## config.mk

```make
export PLATFORM = sky130hd
export DESIGN_NAME = hb_decim2_out
export DESIGN_NICKNAME = d
export VERILOG_FILES = /design/src/rtl/dsp_pkg.sv /design/src/rtl/sample_fifo.sv /design/src/rtl/hb_decim2_out.sv
export SDC_FILE = /design/constraint.sdc
export NUM_CORES = 1
export LEC_CHECK = 0
export ABC_CLOCK_PERIOD_IN_PS = 4800
export BUFFER_PORTS_ARGS = -buffer_cell sky130_fd_sc_hd__buf_2
export CORE_MARGIN = 5
export CORE_UTILIZATION = 40
export DETAILED_ROUTE_END_ITERATION = 6
export GPL_TIMING_DRIVEN = 0
export PLACE_DENSITY = 0.58
export RECOVER_POWER = 25
export SLEW_MARGIN = 0
export SYNTH_ARGS = -nofsm -noshare
export SYNTH_HDL_FRONTEND = slang
export SYNTH_SLANG_ARGS = --single-unit
```

## constraint.sdc

```tcl
create_clock -name sys_clk -period 4.8 [get_ports sys_clk]
set_clock_uncertainty 0.15 [all_clocks]
set_input_delay 0.48 -clock sys_clk [delete_from_list [all_inputs] [get_ports sys_clk]]
set_output_delay 0.48 -clock sys_clk [all_outputs]
set_load 0.02 [all_outputs]
```

## src/rtl/dsp_pkg.sv

```systemverilog
`default_nettype none
// +----------------------------------------------------------------------------+
// | dsp_pkg : shared sample width, gain range and saturation limits            |
// | Rev 1.0 : initial release                                                  |
// +----------------------------------------------------------------------------+
package dsp_pkg;

   localparam int DSP_WIDTH   = 18;
   localparam int GAIN_SH_W   = 2;
   localparam int GAIN_SH_MAX = 3;

   typedef enum logic {
      PHASE_EVEN = 1'b0,
      PHASE_ODD  = 1'b1
   } phase_e;

   function automatic longint sat_max_f(input int w);
      return (longint'(1) <<< (w - 1)) - longint'(1);
   endfunction

   function automatic longint sat_min_f(input int w);
      return -(longint'(1) <<< (w - 1));
   endfunction

   localparam longint SAT_MAX = sat_max_f(DSP_WIDTH);
   localparam longint SAT_MIN = sat_min_f(DSP_WIDTH);

endpackage
`default_nettype wire

```

## src/rtl/sample_fifo.sv

```systemverilog
`default_nettype none
// +----------------------------------------------------------------------------+
// | sample_fifo : first-word-fall-through sample FIFO, same-edge push/pop      |
// | Rev 1.0 : initial release                                                  |
// +----------------------------------------------------------------------------+
module sample_fifo
   import dsp_pkg::*;
#(
   parameter int WIDTH = DSP_WIDTH,
   parameter int DEPTH = 4
) (
   input  logic                       sys_clk,
   input  logic                       reset,
   input  logic                       push,
   input  logic [WIDTH-1:0]           push_data,
   input  logic                       pop,
   output logic [WIDTH-1:0]           data,
   output logic [$clog2(DEPTH+1)-1:0] count,
   output logic                       full,
   output logic                       empty
);

   localparam int AW = (DEPTH > 1) ? $clog2(DEPTH) : 1;
   localparam int CW = $clog2(DEPTH + 1);

   logic [WIDTH-1:0] mem [DEPTH];
   logic [AW-1:0]    wr_ptr;
   logic [AW-1:0]    rd_ptr;
   logic             do_push;
   logic             do_pop;

   assign full    = (count == CW'(DEPTH));
   assign empty   = (count == '0);
   assign do_pop  = pop && !empty;
   // A full FIFO still accepts a push when the head leaves on the same edge.
   assign do_push = push && (!full || do_pop);
   assign data    = mem[rd_ptr];

   always_ff @(posedge sys_clk) begin
      if (do_push) begin
         mem[wr_ptr] <= push_data;
      end
   end

   always_ff @(posedge sys_clk) begin
      if (reset) begin
         wr_ptr <= '0;
         rd_ptr <= '0;
         count  <= '0;
      end else begin
         if (do_push) begin
            wr_ptr <= (wr_ptr == AW'(DEPTH - 1)) ? '0 : wr_ptr + AW'(1);
         end
         if (do_pop) begin
            rd_ptr <= (rd_ptr == AW'(DEPTH - 1)) ? '0 : rd_ptr + AW'(1);
         end
         case ({do_push, do_pop})
            2'b10:   count <= count + CW'(1);
            2'b01:   count <= count - CW'(1);
            default: count <= count;
         endcase
      end
   end

endmodule
`default_nettype wire

```

## src/rtl/hb_decim2_out.sv

```systemverilog
`default_nettype none
// +----------------------------------------------------------------------------+
// | hb_decim2_out : halfband output decimate-by-2, gain shift, saturate, FIFO  |
// | Rev 1.0 : initial release                                                  |
// +----------------------------------------------------------------------------+
module hb_decim2_out
   import dsp_pkg::*;
#(
   parameter int WIDTH = DSP_WIDTH,
   parameter int DEPTH = 4
) (
   input  logic                    sys_clk,
   input  logic                    reset,
   input  logic                    in_en,
   input  logic signed [WIDTH-1:0] x_in,
   input  logic                    dec_phase,
   input  logic [GAIN_SH_W-1:0]    gain_sh,
   input  logic                    out_ready,
   input  logic                    ovf_clr,
   output logic                    out_valid,
   output logic signed [WIDTH-1:0] y_out,
   output logic                    sat_flag,
   output logic                    ovf
);

   localparam int     PW     = WIDTH + GAIN_SH_MAX;
   localparam int     CW     = $clog2(DEPTH + 1);
   localparam longint SAT_HI = (WIDTH == DSP_WIDTH) ? SAT_MAX : sat_max_f(WIDTH);
   localparam longint SAT_LO = (WIDTH == DSP_WIDTH) ? SAT_MIN : sat_min_f(WIDTH);
   localparam logic signed [PW-1:0] LIM_HI = PW'(SAT_HI);
   localparam logic signed [PW-1:0] LIM_LO = PW'(SAT_LO);

   phase_e                  phase;
   logic                    keep;
   logic signed [PW-1:0]    x_ext;
   logic signed [PW-1:0]    scaled;
   logic                    clip_hi;
   logic                    clip_lo;
   logic signed [WIDTH-1:0] sat_val;

   logic                    s1_valid;
   logic signed [WIDTH-1:0] s1_data;
   logic signed [WIDTH-1:0] hold;

   logic [WIDTH-1:0]        fifo_data;
   logic [CW-1:0]           fifo_count;
   logic                    fifo_full;
   logic                    fifo_empty;
   logic                    pop;
   logic                    drop;

   assign keep    = in_en && (phase == phase_e'(dec_phase));
   assign x_ext   = PW'(x_in);
   assign scaled  = x_ext <<< gain_sh;
   assign clip_hi = (scaled > LIM_HI);
   assign clip_lo = (scaled < LIM_LO);

   always_comb begin
      sat_val = scaled[WIDTH-1:0];
      if (clip_hi) begin
         sat_val = LIM_HI[WIDTH-1:0];
      end else if (clip_lo) begin
         sat_val = LIM_LO[WIDTH-1:0];
      end
   end

   assign out_valid = (fifo_count != '0);
   assign pop       = out_valid && out_ready;
   assign drop      = s1_valid && fifo_full && !pop;
   // Once drained, y_out keeps showing the last sample that left the FIFO.
   assign y_out     = fifo_empty ? hold : $signed(fifo_data);

   always_ff @(posedge sys_clk) begin
      if (reset) begin
         phase    <= PHASE_EVEN;
         s1_valid <= 1'b0;
         s1_data  <= '0;
         sat_flag <= 1'b0;
         ovf      <= 1'b0;
         hold     <= '0;
      end else begin
         if (in_en) begin
            phase <= (phase == PHASE_EVEN) ? PHASE_ODD : PHASE_EVEN;
         end
         s1_valid <= keep;
         if (keep) begin
            s1_data <= sat_val;
         end
         sat_flag <= keep && (clip_hi || clip_lo);
         if (drop) begin
            ovf <= 1'b1;
         end else if (ovf_clr) begin
            ovf <= 1'b0;
         end
         if (pop) begin
            hold <= $signed(fifo_data);
         end
      end
   end

   sample_fifo #(
      .WIDTH (WIDTH),
      .DEPTH (DEPTH)
   ) u_fifo (
      .sys_clk   (sys_clk),
      .reset     (reset),
      .push      (s1_valid),
      .push_data (s1_data),
      .pop       (pop),
      .data      (fifo_data),
      .count     (fifo_count),
      .full      (fifo_full),
      .empty     (fifo_empty)
   );

endmodule
`default_nettype wire

```

**Word-level counts from Yosys, hierarchy flattened**

Memory sizes are Yosys's and may differ from the RTL's. A register that Yosys moved wholly into a read port is not among the register bits.
Cells that the tools add are included.

- Register bits: 47
- Memory bits (writable): 72
- Input bits: 26
- Logic and storage cells: 52
- Memories: 1

- Add/sub/neg operators: 4
- Magnitude comparators: 2
- Equal/unequal tests: 6
- Shift operators: 1
- Mux-type cells: 13
- Reduce and logical (&&, ||, !) cells: 16

Memories:

| name | depth | bits a word | read ports | clocked after Yosys merged registers in | write ports | line | source |
|---|---|---|---|---|---|---|---|
| u_fifo.mem | 4 | 18 | 1 | 1 | 1 | sample_fifo.sv:26 | `logic [WIDTH-1:0] mem [DEPTH];` |

Operators with widths:

| cell | number |
|---|---|
| 18-bit 2-to-1 mux | 3 |
| 21-bit by 18-bit > comparator with 1-bit output, second input constant | 1 |
| 21-bit by 18-bit less-than comparator with 1-bit output, second input constant | 1 |
| 18-bit by 2-bit <<< shifter with 21-bit output | 1 |
| 2-bit 2-to-1 mux | 4 |
| 1-bit logical AND | 7 |
| 2-bit equality test, second input constant | 3 |
| 3-bit one-hot mux with 2 select lines | 1 |
| 1-bit 2-to-1 mux | 5 |
| 2-bit by 1-bit adder with 2-bit output, second input constant | 2 |
| 2-bit nonzero test | 2 |
| 3-bit by 1-bit adder with 3-bit output, second input constant | 1 |
| 3-bit equality test, second input constant | 1 |
| 1-bit logical NOT | 3 |
| 3-bit logical NOT | 1 |
| 3-bit nonzero test | 1 |
| 3-bit by 1-bit subtractor with 3-bit output, second input constant | 1 |
| 2-bit by 1-bit equality test with 1-bit output, second input constant | 1 |
| 1-bit logical OR | 2 |
| 1-bit equality test | 1 |

**Depth between registers and ports, before layout**

- Word-level depth: 7
- Gate-level depth with buffers: 10
- Depth with buffers taken out: 9

**Hierarchy**

A second synthesis with hierarchy kept.

- Cell total of the unflattened synthesis: 404
- Area, all modules: 5350.1 um2

Modules (own cells, without submodules):

| module | times used | cells an instance | area each (um2) | sequential area each (um2) |
|---|---|---|---|---|
| sample_fifo | 1 | 159 | 3174.3 | 2342.2 |
| hb_decim2_out | 1 | 245 | 2175.8 | 800.8 |

**Worst setup path before layout**

No wires, ideal clock.

- Path type: input -> register
- Start point: in out_ready
- End point: reg u_fifo.count[2]
- Arrival: 2217 ps
- Data required time: 4579 ps
- Path slack: 2362 ps
- Stages on the path: 10
- Buffers on the path: 1
- Path through: nor4b_1 -> nor2b_1 -> clkbuf_1 -> inv_1 -> ha_1 -> inv_1 -> fa_1 -> xor2_1 -> or3_1 -> a21oi_1

- Longest elaborated chain between the ends: 6
- Elaborated cells on any way between the ends: 8
- Those cells by class: eq/ne (2); mux (1); reduce/logical (5)

RTL lines:

| item | line | source |
|---|---|---|
| start: declaration | hb_decim2_out.sv:18 | `input logic out_ready,` |
| 1-bit logical AND (*) | hb_decim2_out.sv:68 | `assign pop = out_valid && out_ready;` |
| 1-bit logical AND (*) | sample_fifo.sv:34 | `assign do_pop = pop && !empty;` |
| 1-bit logical OR | sample_fifo.sv:36 | `assign do_push = push && (!full \|\| do_pop);` |
| 1-bit logical AND | sample_fifo.sv:36 |  |
| 2-bit by 1-bit equality test with 1-bit output / 2-bit equality test (equally long branches) | sample_fifo.sv:57 | `case ({do_push, do_pop})` |
| 3-bit one-hot mux with 2 select lines / 2-bit nonzero test (equally long branches) | n/a |  |
| end signal: assignment | sample_fifo.sv:58 | `2'b10: count <= count + CW'(1);` |
| end signal: assignment | sample_fifo.sv:59 | `2'b01: count <= count - CW'(1);` |
| end signal: assignment | sample_fifo.sv:60 | `default: count <= count;` |
| end: declaration | sample_fifo.sv:18 | `output logic [$clog2(DEPTH+1)-1:0] count,` |

Mark *: on every way between the ends. The rest lies on a longest branch, timed or not.
A chain may end at the register's enable or synchronous reset.

==> results.ini <==
[global_routing]
grt_pass1_wl_um=17200
gr-usage-all-layers_pct=14.0
first_global_vias=3353
antenna_found_initial=0
grt_max_degree=19
grt_overflow_total=0

[clock_tree]
cts_buffers=17
clk_pin_slew_ns=0.05
post_cts.repair.setup_buffers=0
clock-sinks=121
clk_latency_ns=0.41
cts_max_level=4
ctsResizeCount=0
cts_hold_buf=0
cts_buffer_depth=2
cts_tree=done
ctsRootBufferMaster=clkbuf_16

[drt]
drt-initial-drc-count=231
dr_total_vias=3233
dr.pass1.iters=4
viasPerCell=5.00
ant_nets=0
wl_per_cell_um=16.0
wl_um=10400
drc_errors=0

[worst_setup_path]
r2r-start=u_fifo.count[0]
max_stage_delay_ns=0.41
worstPathCellList=buf_2 > buf_2 > mux4_2 > mux2_4 > buf_2
path_delay_family=buffers and inverters
path_max_fanout=10
r2r_slack_ns=2.22
reg2reg_to=u_fifo.count[2]
critPathKind=reg2out
crit_path_start_kind=flip-flop
cp.arrival_ns=2.13
crit_required_ns=4.17
crit_path_end=y_out[11]
worst-path-stages=5
path_buf_inv=3
crit_top_cell=buf_2
end_kind=output port
reg2regPathDepth=10
cp_slowest_cell=mux4_2

[placement]
place_congestion=0.787
dpl.cell_count=614
io_buffers=44
dp_hpwl_um=7120

[cells_and_area]
drive_above_1_share_pct=30.9
num_antenna_cells=0
area_growth_syn_to_layout_pct=22.6
nNetsFinal=490
instances_no_fill=646
fill_cells=1144

[die]
die_w_um=125
dieArea_um2=15600
core_area_um2=13100
fp.dieH_um=125
ios=47
rows=42
initial_core_util_pct=40.3

[synth]
synth_warnings=0
ys_ff_latch=121
yosys_most_used_dff=edfxtp_1
synth_nets=427
syn_area_um2=5270
async_reset_ff_share_pct=0
ys_seq_area_share_pct=59.6
synthCells=394
synth.avg_cell_area_um2=13.4
synth_cell_types=46
synth_edf_count=72

[power_and_ir_drop]
leakagePower_uw=0.00241
max-vdd-ir-drop_v=0.000328
p_per_area_nw_per_um2=573

[timing]
fin_crit_ns=2.76
period_share_pct=57.4
rsz0062_at_grt=no
drv_slew=0
finalSetupViolCount=0
worstMarginPinSlew_ns=0.972
hold_viol=0
maxSlewHeadroom_pct=35.2
timing.fmax_ghz=0.363
final.setup.tns_ns=0

[run_status]
outcome=complete, no violations

[min_path]
min_from=x_in[17]
hp-class=in2reg

[job]
cap_violations=0

## synthesized netlist by cell type, types with 3 or more instances
master	count	share of area [%]
buf_1	4	0.28
buf_2	7	0.66
mux2i_1	22	4.2
a21oi_1	24	2.3
clkbuf_1	6	0.43
a211oi_2	10	2.4
edfxtp_1	72	41
ha_1	6	1.4
a211oi_1	7	1.0
mux2_4	9	2.6
nand4_1	5	0.59
nand3_1	8	0.76
buf_6	7	1.5
nor2_1	28	2.0
dfxtp_1	49	19
and2_1	5	0.59
mux2_2	10	2.1
inv_1	7	0.50
or3_1	3	0.36
mux4_2	17	7.3
nand2_1	56	4.0
## registers in the layout, indices dropped and copies added (netlist names), named ones only
signal and flops:
hold 18, ovf 1, phase 1, s1_data 18
s1_valid 1, sat_flag 1, u_fifo.count 3, u_fifo.mem 72
u_fifo.rd_ptr 2, u_fifo.wr_ptr 2
## metrics by stage
step	util, %	total power (uW)	hold slack [ns]	cell area [um^2]	worst slack (ns)
final	49.4	3700	0.212	6460	2.04
after global routing	49.4	3860	0.225	6460	1.92
after CTS	49.4	3740	0.195	6460	2.00
after detailed placement	43.6	2140	0.294	5710	2.01
after global placement	43.6	2130	0.289	5710	2.02
after floorplan	-	1920	0.284	5270	2.36
## layout by cell type (no fill, tap or decap), types with 3 or more instances in the layout
master | netlist | routed
clkbuf_1 | 6 | 7
nor2_1 | 28 | 28
mux4_2 | 17 | 17
dfxtp_1 | 49 | 49
bufinv_16 | 0 | 9
and2_1 | 5 | 5
nand3_1 | 8 | 8
buf_1 | 4 | 4
nand2_1 | 56 | 56
buf_6 | 7 | 7
mux2_4 | 9 | 9
mux2_2 | 10 | 10
mux2i_1 | 22 | 22
clkbuf_16 | 0 | 17
buf_2 | 7 | 51
a21oi_1 | 24 | 24
or3_1 | 3 | 3
a211oi_1 | 7 | 7
nand4_1 | 5 | 5
a211oi_2 | 10 | 10
ha_1 | 6 | 6
inv_1 | 7 | 7
edfxtp_1 | 72 | 72
## cell families after synthesis
family / after synthesis / share of synthesized area [%]
adders and majority gates: 7 / 1.80
muxes: 59 / 16.6
and+or+nand+nor: 116 / 9.78
AOI/OAI and AO/OA: 51 / 7.27
buffers and inverters: 36 / 4.20
xor gates and xnor gates: 4 / 0.665
DFF: 121 / 59.6
## cell type report
type	instances	area, um^2	share of cell area (%)
plain buffers	28	191	2.96
clock buffers	20	457	7.07
clock inverters	12	292	4.51
inverters	8	30.0	0.465
multi-input cells	237	1910	29.5
flip-flops and latches	121	3140	48.7
well taps	176	220	3.41
repair buffers	44	220	3.41
## worst reg2reg max path: cells and delay by family (launching register included)
| kind | cells | cell delay (ns) |
|---|---|---|
| buffers and inverters | 3 | 0.37 |
| XOR/XNOR | 1 | 0.15 |
| AO/OA/AOI/OAI | 1 | 0.13 |
| flip-flops | 1 | 0.33 |
| AND/OR/NAND/NOR | 3 | 0.83 |
| adder cells (fa/ha/maj) | 2 | 0.54 |
## layer usage
layer,up-vias,global-route usage [%],part of all wire (%)
met3,9,4.46,6.9
met5,-,0,0
met1,1564,18.5,46
met4,0,5.03,1.0
met2,85,21.8,46
li1,1575,-,-
## where the power goes
part	leakage [uW]	total (uW)	internal [uW]	switching, uW
registers	0.00107	1240	1190	50.9
clock network	0.000360	1590	1160	430
logic	0.000987	875	398	477
total	0.00241	3700	2740	957
## how the worst min path moves through the flow
stage | to | slack, ns | cells past startpoint
detailed placement | hold[6] | 0.29 | 2
CTS | s1_data[17] | 0.20 | 3
global placement | hold[17] | 0.29 | 2
global route | s1_data[17] | 0.22 | 3
floorplan | hold[0] | 0.28 | 2
finish | s1_data[17] | 0.21 | 3
Note: power is estimated with default switching activity, not from simulation.
